`src/rtl/id_pkg.sv`:
```
// Shared decode definitions for the ID stage: opcodes, ALU operation codes
// and the packed control bundle carried into the ID/EX register.
package id_pkg;

  localparam logic [5:0] OP_RTYPE = 6'h00;
  localparam logic [5:0] OP_BEQ   = 6'h04;
  localparam logic [5:0] OP_BNE   = 6'h05;
  localparam logic [5:0] OP_ADDI  = 6'h08;
  localparam logic [5:0] OP_SLTI  = 6'h0A;
  localparam logic [5:0] OP_ANDI  = 6'h0C;
  localparam logic [5:0] OP_ORI   = 6'h0D;
  localparam logic [5:0] OP_LUI   = 6'h0F;
  localparam logic [5:0] OP_LW    = 6'h23;
  localparam logic [5:0] OP_SW    = 6'h2B;

  typedef enum logic [3:0] {
    ALUOP_ADD    = 4'd0,
    ALUOP_BRANCH = 4'd1,
    ALUOP_RTYPE  = 4'd2,
    ALUOP_AND    = 4'd3,
    ALUOP_OR     = 4'd4,
    ALUOP_SLT    = 4'd5,
    ALUOP_LUI    = 4'd6
  } alu_op_e;

  typedef struct packed {
    alu_op_e alu_op;
    logic    alu_src;
    logic    reg_dst;
    logic    mem_write;
    logic    mem_read;
    logic    branch;
    logic    mem2reg;
    logic    reg_write;
  } ctrl_t;

endpackage

```
`src/rtl/id_ctrl_decode.sv`:
```
// Combinational opcode decode: control bundle, illegal flag, which source
// registers the instruction reads, and whether its immediate is zero-extended.
module id_ctrl_decode
  import id_pkg::*;
(
  input  logic [5:0] opcode_i,
  output ctrl_t      ctrl_o,
  output logic       illegal_o,
  output logic       rs_used_o,
  output logic       rt_used_o,
  output logic       zext_o
);

  always_comb begin
    ctrl_o    = '0;
    illegal_o = 1'b0;
    rs_used_o = 1'b1;
    rt_used_o = 1'b0;
    zext_o    = 1'b0;
    case (opcode_i)
      OP_RTYPE: begin
        ctrl_o.alu_op    = ALUOP_RTYPE;
        ctrl_o.reg_dst   = 1'b1;
        ctrl_o.reg_write = 1'b1;
        rt_used_o        = 1'b1;
      end
      OP_LW: begin
        ctrl_o.alu_op    = ALUOP_ADD;
        ctrl_o.alu_src   = 1'b1;
        ctrl_o.mem_read  = 1'b1;
        ctrl_o.mem2reg   = 1'b1;
        ctrl_o.reg_write = 1'b1;
      end
      OP_SW: begin
        ctrl_o.alu_op    = ALUOP_ADD;
        ctrl_o.alu_src   = 1'b1;
        ctrl_o.mem_write = 1'b1;
        rt_used_o        = 1'b1;
      end
      OP_BEQ, OP_BNE: begin
        ctrl_o.alu_op = ALUOP_BRANCH;
        ctrl_o.branch = 1'b1;
        rt_used_o     = 1'b1;
      end
      OP_ADDI: begin
        ctrl_o.alu_op    = ALUOP_ADD;
        ctrl_o.alu_src   = 1'b1;
        ctrl_o.reg_write = 1'b1;
      end
      OP_ANDI: begin
        ctrl_o.alu_op    = ALUOP_AND;
        ctrl_o.alu_src   = 1'b1;
        ctrl_o.reg_write = 1'b1;
        zext_o           = 1'b1;
      end
      OP_ORI: begin
        ctrl_o.alu_op    = ALUOP_OR;
        ctrl_o.alu_src   = 1'b1;
        ctrl_o.reg_write = 1'b1;
        zext_o           = 1'b1;
      end
      OP_SLTI: begin
        ctrl_o.alu_op    = ALUOP_SLT;
        ctrl_o.alu_src   = 1'b1;
        ctrl_o.reg_write = 1'b1;
      end
      OP_LUI: begin
        // lui builds its result from the immediate alone
        ctrl_o.alu_op    = ALUOP_LUI;
        ctrl_o.alu_src   = 1'b1;
        ctrl_o.reg_write = 1'b1;
        rs_used_o        = 1'b0;
      end
      default: illegal_o = 1'b1;
    endcase
  end

endmodule

```
`src/rtl/id_stage_pipe.sv`:
```
// Pipelined MIPS decode stage: operand bypass from WB, load-use bubble
// insertion, flush/stall priority and a saturating bubble counter.
module id_stage_pipe
  import id_pkg::*;
#(
  parameter int DATA_W    = 32,
  parameter int REG_AW    = 5,
  parameter int CNT_W     = 16,
  parameter int WB_BYPASS = 1
) (
  input  logic              clk,
  input  logic              rst,
  input  logic              i_ID_valid,
  input  logic [31:0]       i_ID_data_instruction,
  input  logic [DATA_W-1:0] i_EX_data_PCNext,
  input  logic [DATA_W-1:0] i_ID_reg_RegData1,
  input  logic [DATA_W-1:0] i_ID_reg_RegData2,
  input  logic              i_WB_ctrl_RegWrite,
  input  logic [REG_AW-1:0] i_WB_data_RegAddr,
  input  logic [DATA_W-1:0] i_WB_data_RegData,
  input  logic              i_EX_stall,
  input  logic              i_flush,
  output logic [REG_AW-1:0] o_ID_reg_RegAddr1,
  output logic [REG_AW-1:0] o_ID_reg_RegAddr2,
  output logic              o_IF_stall,
  output logic              o_EX_valid,
  output logic [DATA_W-1:0] o_EX_data_RSData,
  output logic [DATA_W-1:0] o_MEM_data_RTData,
  output logic [DATA_W-1:0] o_EX_data_AddrOffset,
  output logic [DATA_W-1:0] o_EX_data_PCNext,
  output logic [REG_AW-1:0] o_EX_data_RTAddr,
  output logic [REG_AW-1:0] o_EX_data_RDAddr,
  output logic [REG_AW-1:0] o_EX_data_Shamt,
  output logic [5:0]        o_EX_data_Funct,
  output logic [3:0]        o_EX_ctrl_ALUOp,
  output logic              o_EX_ctrl_ALUSrc,
  output logic              o_EX_ctrl_RegDst,
  output logic              o_MEM_ctrl_MemWrite,
  output logic              o_MEM_ctrl_MemRead,
  output logic              o_MEM_ctrl_Branch,
  output logic              o_WB_ctrl_Mem2Reg,
  output logic              o_WB_ctrl_RegWrite,
  output logic              o_ID_illegal,
  output logic [CNT_W-1:0]  o_stall_cnt
);

  typedef struct packed {
    logic              valid;
    ctrl_t             ctrl;
    logic              illegal;
    logic [DATA_W-1:0] rs_data;
    logic [DATA_W-1:0] rt_data;
    logic [DATA_W-1:0] imm;
    logic [DATA_W-1:0] pc;
    logic [REG_AW-1:0] rt_addr;
    logic [REG_AW-1:0] rd_addr;
    logic [REG_AW-1:0] shamt;
    logic [5:0]        funct;
  } idex_t;

  idex_t idex_q, idex_d, dec_pkt;
  logic [CNT_W-1:0] cnt_q, cnt_d;

  ctrl_t dec_ctrl;
  logic  dec_illegal, rs_used, rt_used, zext;

  logic [REG_AW-1:0] rs, rt;
  logic [15:0]       imm16;
  logic [DATA_W-1:0] rs_val, rt_val, imm_ext;
  logic              wb_hit_rs, wb_hit_rt, hz;

  id_ctrl_decode u_dec (
    .opcode_i  (i_ID_data_instruction[31:26]),
    .ctrl_o    (dec_ctrl),
    .illegal_o (dec_illegal),
    .rs_used_o (rs_used),
    .rt_used_o (rt_used),
    .zext_o    (zext)
  );

  assign rs    = REG_AW'(i_ID_data_instruction[25:21]);
  assign rt    = REG_AW'(i_ID_data_instruction[20:16]);
  assign imm16 = i_ID_data_instruction[15:0];

  assign o_ID_reg_RegAddr1 = rs;
  assign o_ID_reg_RegAddr2 = rt;

  assign wb_hit_rs = (WB_BYPASS != 0) && i_WB_ctrl_RegWrite &&
                     (i_WB_data_RegAddr != '0) && (i_WB_data_RegAddr == rs);
  assign wb_hit_rt = (WB_BYPASS != 0) && i_WB_ctrl_RegWrite &&
                     (i_WB_data_RegAddr != '0) && (i_WB_data_RegAddr == rt);

  // $0 is hard-wired, whatever the register file array happens to return
  assign rs_val = (rs == '0) ? '0 : (wb_hit_rs ? i_WB_data_RegData : i_ID_reg_RegData1);
  assign rt_val = (rt == '0) ? '0 : (wb_hit_rt ? i_WB_data_RegData : i_ID_reg_RegData2);

  assign imm_ext = zext ? {{(DATA_W-16){1'b0}}, imm16}
                        : {{(DATA_W-16){imm16[15]}}, imm16};

  assign hz = i_ID_valid && idex_q.valid && idex_q.ctrl.mem_read &&
              idex_q.ctrl.reg_write && (idex_q.rt_addr != '0) &&
              ((rs_used && (idex_q.rt_addr == rs)) ||
               (rt_used && (idex_q.rt_addr == rt)));

  assign o_IF_stall = !i_flush && (i_EX_stall || hz);

  always_comb begin
    dec_pkt         = '0;
    dec_pkt.valid   = 1'b1;
    dec_pkt.ctrl    = dec_ctrl;
    dec_pkt.illegal = dec_illegal;
    dec_pkt.rs_data = rs_val;
    dec_pkt.rt_data = rt_val;
    dec_pkt.imm     = imm_ext;
    dec_pkt.pc      = i_EX_data_PCNext;
    dec_pkt.rt_addr = rt;
    dec_pkt.rd_addr = REG_AW'(i_ID_data_instruction[15:11]);
    dec_pkt.shamt   = REG_AW'(i_ID_data_instruction[10:6]);
    dec_pkt.funct   = i_ID_data_instruction[5:0];
    if (!i_ID_valid) dec_pkt = '0;
  end

  always_comb begin
    idex_d = dec_pkt;
    cnt_d  = cnt_q;
    if (i_flush) begin
      idex_d = '0;
    end else if (i_EX_stall) begin
      idex_d = idex_q;
    end else if (hz) begin
      idex_d = '0;
      if (cnt_q != {CNT_W{1'b1}}) cnt_d = cnt_q + 1'b1;
    end
  end

  always_ff @(posedge clk) begin
    if (rst) begin
      idex_q <= '0;
      cnt_q  <= '0;
    end else begin
      idex_q <= idex_d;
      cnt_q  <= cnt_d;
    end
  end

  assign o_EX_valid           = idex_q.valid;
  assign o_EX_data_RSData     = idex_q.rs_data;
  assign o_MEM_data_RTData    = idex_q.rt_data;
  assign o_EX_data_AddrOffset = idex_q.imm;
  assign o_EX_data_PCNext     = idex_q.pc;
  assign o_EX_data_RTAddr     = idex_q.rt_addr;
  assign o_EX_data_RDAddr     = idex_q.rd_addr;
  assign o_EX_data_Shamt      = idex_q.shamt;
  assign o_EX_data_Funct      = idex_q.funct;
  assign o_EX_ctrl_ALUOp      = idex_q.ctrl.alu_op;
  assign o_EX_ctrl_ALUSrc     = idex_q.ctrl.alu_src;
  assign o_EX_ctrl_RegDst     = idex_q.ctrl.reg_dst;
  assign o_MEM_ctrl_MemWrite  = idex_q.ctrl.mem_write;
  assign o_MEM_ctrl_MemRead   = idex_q.ctrl.mem_read;
  assign o_MEM_ctrl_Branch    = idex_q.ctrl.branch;
  assign o_WB_ctrl_Mem2Reg    = idex_q.ctrl.mem2reg;
  assign o_WB_ctrl_RegWrite   = idex_q.ctrl.reg_write;
  assign o_ID_illegal         = idex_q.illegal;
  assign o_stall_cnt          = cnt_q;

endmodule
```
`config.mk`:
```
export PLATFORM = sky130hd
export DESIGN_NAME = id_stage_pipe
export DESIGN_NICKNAME = d
export VERILOG_FILES = /design/src/rtl/id_pkg.sv /design/src/rtl/id_ctrl_decode.sv /design/src/rtl/id_stage_pipe.sv
export SDC_FILE = /design/constraint.sdc
export NUM_CORES = 1
export LEC_CHECK = 0
export ABC_AREA = 1
export CAP_MARGIN = 20
export CORE_MARGIN = 3
export CORE_UTILIZATION = 39
export CTS_CLUSTER_SIZE = 10
export DETAILED_ROUTE_END_ITERATION = 10
export PLACE_DENSITY = 0.81
export SYNTH_ARGS = -nofsm -noshare
export SYNTH_HDL_FRONTEND = slang
export SYNTH_SLANG_ARGS = --single-unit
```
`constraint.sdc`:
```
create_clock -name clk -period 1.8 [get_ports clk]
set_clock_uncertainty 0.15 [all_clocks]
set_input_delay 0.36 -clock clk [delete_from_list [all_inputs] [get_ports clk]]
set_output_delay 0.36 -clock clk [all_outputs]
set_load 0.02 [all_outputs]
```
# Word level (Yosys, flattened, before mapping)
# Cells that the tools add are included.
dict set report classes {
  add_sub_neg 1
  eq_ne 14
  n_mux 18
  bitwise 2
  n_reduce_logical 27
}
# op n
set ops {}
lappend ops {{162-bit two-way mux} 2}
lappend ops {{32-bit two-way mux} 5}
lappend ops {{6-bit by 4-bit equality test with 1-bit output, second input constant} 5}
lappend ops {{5-bit equality test} 4}
lappend ops {{3-bit one-hot mux with 6 select lines} 1}
lappend ops {{16-bit by 1-bit adder with 16-bit output, second input constant} 1}
lappend ops {{16-bit != test, second input constant} 1}
lappend ops {{7-bit OR reduction} 2}
lappend ops {{6-bit by 3-bit equality test with 1-bit output, second input constant} 2}
lappend ops {{6-bit equality test, second input constant} 2}
lappend ops {{1-bit logical AND} 11}
lappend ops {{5-bit zero test} 2}
lappend ops {{1-bit two-way mux} 10}
lappend ops {{5-bit nonzero test} 2}
lappend ops {{10-bit OR reduction} 1}
lappend ops {{6-bit zero test} 1}
lappend ops {{2-bit OR reduction} 3}
lappend ops {{4-bit AND reduction} 1}
lappend ops {{4-bit OR reduction} 1}
lappend ops {{1-bit logical OR} 2}
lappend ops {{1-bit inverter} 2}
lappend ops {{1-bit zero test} 1}
dict set report word_totals {
  reg_bits 178
  in_bits 171
  out_inout_bits 189
  wordCells 81
}

# Longest topological paths before layout
# Gate-level depths: netlist of the first run.
dict set report logic_depth {
  word_depth 8
  depth_mapped 12
  ltp_nobuf 11
}

# Hierarchy
# Synthesis of the first run repeated with hierarchy kept, for this count alone.
dict set report unflattened {
  cells_unflattened 1242
  area_unflattened_um2 7971.4
}
# module n_inst cells_per_inst area_per_inst_um2 seq_area_each_um2
set modules_own_cells {}
lappend modules_own_cells {id_stage_pipe 1 1187 7702.4 2942.8}
lappend modules_own_cells {id_ctrl_decode 1 55 269.0 0.0}

# Least setup slack after synthesis of the first run
# Ideal clock, no wire load.
dict set report synth_path {
  kind {reg-to-output}
  startpoint {register idex_q (netlist bit o_EX_data_RTAddr[3])}
  endpoint {output port o_IF_stall}
  arrival_time_ns 1.747
  required_time_ns 1.290
  setup_slack_ns -0.457
  stages_incl_launch_ff 11
  n_path_buf 2
  cell_sequence {dfxtp_1 inv_1 nand2_1 nand2_1 nor2_1 nand4_2 nand2_4 nand2_4 buf_8 buf_6 a21oi_1}
}
dict set report synth_via {
  elab_chain_cells 6
  word_cells_on_any_way 10
  classes_between {eq/ne: 2; reduce/logical: 8}
}
# item line_no
set synth_lines {}
lappend synth_lines {{start, declared} id_stage_pipe.sv:61} ;# idex_t idex_q, idex_d, dec_pkt;
lappend synth_lines {{start signal, assigned} id_stage_pipe.sv:141} ;# idex_q <= idex_d;
lappend synth_lines {{5-bit equality test (on tied branches)} {id_stage_pipe.sv:102, id_stage_pipe.sv:103}}
lappend synth_lines {{1-bit logical AND (on tied branches)} {id_stage_pipe.sv:102, id_stage_pipe.sv:103}}
lappend synth_lines {{1-bit logical OR} id_stage_pipe.sv:102} ;# ((rs_used && (idex_q.rt_addr == rs)) ||
lappend synth_lines {{1-bit logical AND (*)} id_stage_pipe.sv:101} ;# idex_q.ctrl.reg_write && (idex_q.rt_addr != '0) &&
lappend synth_lines {{1-bit logical OR (*)} id_stage_pipe.sv:105} ;# assign o_IF_stall = !i_flush && (i_EX_stall || hz);
lappend synth_lines {{1-bit logical AND (*)} id_stage_pipe.sv:105}
lappend synth_lines {{end, declared} id_stage_pipe.sv:25} ;# output logic o_IF_stall,
# Mark *: on every way between the ends. The rest lies on a longest branch, timed or not.

# Worst setup path in the final report of the first run
# Same ends and word-level chain as after synthesis.

==> results of run 1 <==
[cell families after synthesis]
group / after synthesis / share of synthesized area [%]
AND/OR/NAND/NOR: 699 / 39.16
buffers and inverters: 280 / 15.74
AO/OA/AOI/OAI: 148 / 9.087
flip-flops: 145 / 34.17
XOR/XNOR: 16 / 1.649
adder cells (fa/ha/maj): 1 / 0.1473
other: 1 / 0.04414
[per-layer routing]
metal | part of all wire (%) | vias to the layer above | global-route usage [%] | wire [µm]
met3 | 8.3 | 105 | 6.417 | 3060
met4 | 4.8 | 0 | 14.84 | 1745
met1 | 39 | 5001 | 36.72 | 14470
met5 | 0 | - | 0 | 0
met2 | 48 | 610 | 46.77 | 17460
li1 | - | 4938 | - | -
[flip-flops by register name, indices dropped and copies added, names as in the netlist, 3 cells and up]
register / count
o_EX_data_PCNext: 32
o_EX_data_RSData: 32
o_MEM_data_RTData: 32
o_EX_data_AddrOffset: 17
o_stall_cnt: 16
o_EX_data_RTAddr: 5
o_EX_ctrl_ALUOp: 3
[power groups by stage]
| stage | clock network (mW) | logic (mW) | registers (mW) |
|---|---|---|---|
| 4_1_cts | 3.65 | 1.53 | 3.29 |
| 6_report | 3.62 | 1.63 | 3.29 |
| 3_3_place_gp | 0 | 1.51 | 3.37 |
| 2_1_floorplan | 0 | 0.651 | 3.43 |
| 5_1_grt | 3.79 | 1.75 | 3.29 |
| 3_5_place_dp | 0 | 1.52 | 3.37 |
[final timing paths]
kind / startpoint / end / slack, ns / cells after the start
worst max register to register: o_EX_data_RTAddr[3] / o_MEM_data_RTData[16] / -0.44 / 13
worst max-delay path: o_EX_data_RTAddr[3] / o_IF_stall / -0.49 / 7
worst min-delay path: i_ID_data_instruction[18] / o_EX_data_RTAddr[2] / 0.19 / 4
worst min register to register: o_EX_data_PCNext[5] / o_EX_data_PCNext[5] / 0.31 / 2
[layout make-up]
class                           count  area, µm²
Clock inverter                     14      165.2
Clock buffer                       18      429.2
Timing Repair Buffer              492       5121
Multi-Input combinational cell    865       5066
Inverter                          140      528.0
Fill cell                        1706       6639
Tap cell                          275      344.1
Sequential cell                   145       2925
Antenna cell                        1      2.502
[stage by stage]
stage	cell area (µm²)	utilization, %
6_report	14580	68.71
5_1_grt	14580	68.71
4_1_cts	14160	66.74
3_5_place_dp	12470	58.77
3_3_place_gp	12470	58.77
2_1_floorplan	8536	-
[synth_stat cells]
| cell type | instances | area (µm²) |
|---|---|---|
| nand2_1 | 270 | 1013 |
| nand3_1 | 191 | 955.9 |
| dfxtp_1 | 145 | 2903 |
| inv_1 | 138 | 518.0 |
| a21oi_1 | 134 | 670.6 |
| nor2_1 | 108 | 405.4 |
| nand4_1 | 76 | 475.5 |
| clkbuf_1 | 53 | 198.9 |
| buf_4 | 44 | 330.3 |
| nand3_2 | 34 | 340.3 |
| buf_2 | 19 | 95.09 |
| buf_1 | 13 | 48.80 |
| xor2_1 | 10 | 87.58 |
| nor3_1 | 9 | 45.04 |
| a21oi_2 | 8 | 70.07 |
| buf_6 | 7 | 78.83 |
| xnor2_1 | 6 | 52.55 |
| o21ai_0 | 5 | 25.02 |
| buf_8 | 4 | 60.06 |
| nor2_2 | 4 | 25.02 |
| inv_2 | 2 | 7.510 |
| nand2_4 | 2 | 22.52 |
| nand4_2 | 2 | 25.02 |
| or2_1 | 2 | 12.51 |
| a31oi_1 | 1 | 6.260 |
| conb_1 | 1 | 3.750 |
| ha_1 | 1 | 12.51 |
| nor4_1 | 1 | 6.260 |
[worst reg2reg max path: stages, from the launching register on]
cell     delay, ns
dfxtp_4       0.37
or2_1         0.22
a21oi_2       0.19
nand3_4       0.10
nand2_4       0.10
nand2_4       0.07
buf_4         0.13
buf_6         0.12
buf_12        0.13
buf_12        0.14
buf_12        0.13
buf_16        0.13
nand3_2       0.07
a21oi_2       0.06
[what timing repair did]
action                                  in CTS  in global routing
endpoints found under the hold margin        0                  0
endpoints found under the setup margin     333                164
gates resized for setup                    350                152
pin swaps                                   31                 32
gates cloned                                26                  3
setup buffers                               15                  7
[cell usage in the layout, fill, tap and decap left out, drive strengths merged]
| master | n |
|---|---|
| bufinv | 1 |
| clkdlybuf4s50 | 147 |
| ha | 1 |
| dfxtp | 145 |
| a21oi | 142 |
| inv | 148 |
| nand2 | 272 |
| xor2 | 10 |
| buf | 130 |
| xnor2 | 6 |
| nor3 | 9 |
| nor4 | 1 |
| diode | 1 |
| conb | 1 |
| clkinv | 4 |
| nand3 | 225 |
| or2 | 2 |
| o21ai | 5 |
| bufbuf | 5 |
| clkbuf | 39 |
| a31oi | 1 |
| nor2 | 112 |
| dlygate4sd2 | 183 |
| clkinvlp | 1 |
| clkdlybuf4s15 | 6 |
| nand4 | 78 |
==> out/results.ini, run 1 <==
[routing]
first_pass_iters = 5
drt-vias-per-instance = 5.464
route.vias.total = 10650
ant_nets = 0
drtIter0Drc = 860
routed_wire_length_per_instance_um = 18.84
drt-total-wl_mm = 36.73
drc_errors = 0

[power_and_ir_drop]
clock_power_share_pct = 42.4
combPwrFrac_pct = 19.1
power_mw = 8.544
switching_share_pct = 30.10
vdd_ir_drop_max_uv = 539.4
internal_power_mw = 5.972
p_switching_mw = 2.572
powerDensity_nw_per_um2 = 585.9
seqPwrFrac_pct = 38.5
leakagePower_nw = 6.738

[placed_design]
dp.cells = 1872
port_buffers = 358
gp_routability_congestion = 0.9797
place_hpwl_mm = 22.45
place_ws_ns = -1.376

[outcome]
violations = negative setup slack
outcome = finished with violations

[critical_path]
cp_common_cell = nand2_4
crit_slowest_cell = dfxtp_4
start_kind = register
worstPathArrival_ns = 1.78
slowest_delay_ns = 0.37
crit_path_end_kind = output pin
crit_family = simple AND/OR/NAND/NOR gates
worstPathMaxFanout = 5
required_ns = 1.29
crit_type = reg2out
path_buf_inv = 1
cp_cell_sequence = or2_1 -> a21oi_2 -> nand3_4 -> nand2_4 -> nand2_4 -> a21oi_4 -> buf_6

[clock_network]
cts_max_level = 4
cts_root_buf = clkbuf_16
clkLatencyLatePin_ns = 0.42
cts_tree = yes
clkSlewWorstSetupHoldPaths_ns = 0.07
cts.sinks = 145
cts_buffers = 17
ctsHoldBuffers = 0
cts.path.max_buffers = 2

[cells_and_area]
drive_gt1_share_pct = 23.66
finalNetCount = 1833
layout.cells.non_filler = 1950
syn_to_final_growth_pct = 71.63

[grt]
grt_pass1_vias = 10220
grt_max_degree = 87
grtUsageTotal_pct = 29.08
grt_pass1_wl_mm = 55.70
grt.overflow.total = 0
antenna_found_initial = 1

[floorplanning]
initial_core_util_pct = 40.04
die_w_um = 153.6
io_pins = 360
core-area_um2 = 21220
num_rows = 53
die_h_um = 153.6
die-area_um2 = 23590

[timing]
setup_ws_ns = -0.4853
fin_crit_sh_pct = 127.0
timing.slew.headroom_pct = 37.32
max_slew.worst_pin.slew_ns = 0.9402
min_period_ns = 2.285
hold_viol = 0
drv_slew = 0
max_freq_mhz = 437.6
whs_ns = 0.1945
tns_ns = -40.41
rsz0062_at_grt = yes
final-setup-viol-count = 142

[worst_hold_path]
hp-class = in2reg

[synthesis]
netlist_area_um2 = 8496
avgSynthCellArea_um2 = 6.586
synthDistinctLibCells = 28
yosys_register_bits = 145
syn_inst = 1290
seq_area_frac_synth_pct = 34.17
yosysWarnings = 0
synth_nets = 1462

[job]
drv_cap = 0

Power figures use the tool's default switching activity.
==> inputs of run 2 (changes only) <==
--- a/config.mk
+++ b/config.mk
@@ -11,7 +11,8 @@
 export CORE_UTILIZATION = 39
 export CTS_CLUSTER_SIZE = 10
 export DETAILED_ROUTE_END_ITERATION = 10
-export PLACE_DENSITY = 0.81
+export PLACE_DENSITY = 0.77
+export SKIP_CTS_REPAIR_TIMING = 1
 export SYNTH_ARGS = -nofsm -noshare
 export SYNTH_HDL_FRONTEND = slang
 export SYNTH_SLANG_ARGS = --single-unit
==> out/results.ini, run 2 (same netlist as run 1, synthesis figures left out) <==
[outcome]
outcome = finished with violations
violations = negative setup slack

[power_and_ir_drop]
vdd_ir_drop_max_uv = 510.4
leakagePower_nw = 9.247
power_mw = 8.787
powerDensity_nw_per_um2 = 588.9

[timing]
final-setup-viol-count = 143
fin_crit_sh_pct = 124.5
whs_ns = 0.2574
hold_viol = 0
timing.slew.headroom_pct = 44.50
rsz0062_at_grt = yes
max_freq_mhz = 446.1
min_period_ns = 2.242
setup_ws_ns = -0.4416
drv_slew = 0
max_slew.worst_pin.slew_ns = 0.8325

[clock_network]
cts.path.max_buffers = 2
clkLatencyLatePin_ns = 0.43
cts.sinks = 145
cts_tree = yes
cts_max_level = 4
cts_root_buf = clkbuf_16
cts_buffers = 17
clkSlewWorstSetupHoldPaths_ns = 0.07

[placed_design]
gp_routability_congestion = 0.9267
post_dp_cell_area_um2 = 12470
port_buffers = 358
place_hpwl_mm = 22.48

[cells_and_area]
stdcell_area_um2 = 14920
fill_cells = 1613
final_util_pct = 70.31
syn_to_final_growth_pct = 75.61
finalNetCount = 1823
layout_common_cells = nand2_1, dlymetal6s2s_1, clkdlybuf4s50_1
final_common_cell = nand2_1
drive_gt1_share_pct = 19.53

[grt]
grt_max_degree = 119
grt.overflow.total = 0
grt_pass1_vias = 9311
grtUsageTotal_pct = 25.60
antenna_found_initial = 0
grt_pass1_wl_mm = 49.83

[critical_path]
crit_path_end_kind = output pin
r2r_start = o_EX_data_RTAddr[3]
worstPathMaxFanout = 6
slowest_delay_ns = 0.37
ff2ff_path_depth = 11
start_kind = register
path_buf_inv = 1
worstPathArrival_ns = 1.73
r2r_end = o_EX_data_AddrOffset[12]
crit_slowest_cell = dfxtp_4
cp_common_cell = nand2_4
required_ns = 1.29
crit_family = simple AND/OR/NAND/NOR gates
crit_type = reg2out
cp_cell_sequence = or2_1 -> a21oi_2 -> nand3_4 -> nand2_4 -> nand2_4 -> a21oi_4 -> buf_6
rrSetupSlack_ns = -0.27

[floorplanning]
die_w_um = 153.6
num_rows = 53
initial_core_util_pct = 40.04
core-area_um2 = 21220
die_h_um = 153.6
die-area_um2 = 23590
io_pins = 360

[routing]
ant_nets = 0
drtIter0Drc = 955
drc_errors = 0
route.vias.total = 10620
first_pass_iters = 6
drt-vias-per-instance = 5.474
routed_wire_length_per_instance_um = 19.90
drt-total-wl_mm = 38.60

[worst_hold_path]
worstHoldStart = i_ID_data_instruction[20]
min_to = o_EX_data_RTAddr[4]
hp-class = in2reg
min_path_cells = 4

[job]
drv_cap = 0

## run 2: how the worst max path moves through the flow
stage | from | to | slack, ns | cells after the start
6_report | o_EX_data_RTAddr[3] | o_IF_stall | -0.44 | 7
5_1_grt | o_EX_data_RTAddr[0] | o_IF_stall | -0.50 | 8
4_1_cts | i_ID_data_instruction[29] | o_IF_stall | -1.13 | 10
3_5_place_dp | i_ID_data_instruction[29] | o_IF_stall | -1.13 | 10
3_3_place_gp | i_ID_data_instruction[28] | o_IF_stall | -1.09 | 10
2_1_floorplan | i_ID_data_instruction[30] | o_IF_stall | -0.19 | 11
## run 2: power breakdown
group	total, mW	leakage [nW]	switching (mW)	internal, mW
logic	1.64	7.76	0.881	0.763
clock network	3.85	0.305	1.61	2.24
registers	3.29	1.18	0.0334	3.26
## run 2: worst register-to-register path: stages (launching register included)
cell and delay [ns]:
dfxtp_4 0.37, or2_1 0.23, a21oi_2 0.19, nand3_4 0.10, nand2_4 0.09, nand2_4 0.07
buf_4 0.14, buf_12 0.14, clkbuf_16 0.17, clkbuf_16 0.16, nand4_1 0.08, a21oi_1 0.08
## run 2: layout make-up
class | count | area, µm² | share of cell area [%]
antenna | 1 | 2.502 | 0.01677
clock buffer | 18 | 429.2 | 2.877
clock inverter | 14 | 193.9 | 1.300
inverter | 140 | 528.0 | 3.539
multi-input combinational | 865 | 4818 | 32.30
sequential | 145 | 2920 | 19.57
tap | 275 | 344.1 | 2.306
timing repair buffer | 482 | 5683 | 38.09
## run 2: through the flow
| stage | cells | setup TNS (ns) | worst slack [ns] |
|---|---|---|---|
| 2_1_floorplan | 1290 | -0.1938 | -0.1938 |
| 3_3_place_gp | 1865 | -105.13 | -1.086 |
| 3_5_place_dp | 1865 | -114.91 | -1.131 |
| 4_1_cts | 1897 | -75.44 | -1.131 |
| 5_1_grt | 1939 | -39.23 | -0.5039 |
| 6_report | 1940 | -29.15 | -0.4416 |
## run 2: per-layer routing
layer	share of wire, %	up-vias	global-route usage [%]
li1	-	4906	-
met3	8.9	123	4.841
met4	4.1	0	8.999
met5	0	-	0
met1	40	4949	33.41
met2	47	641	42.45
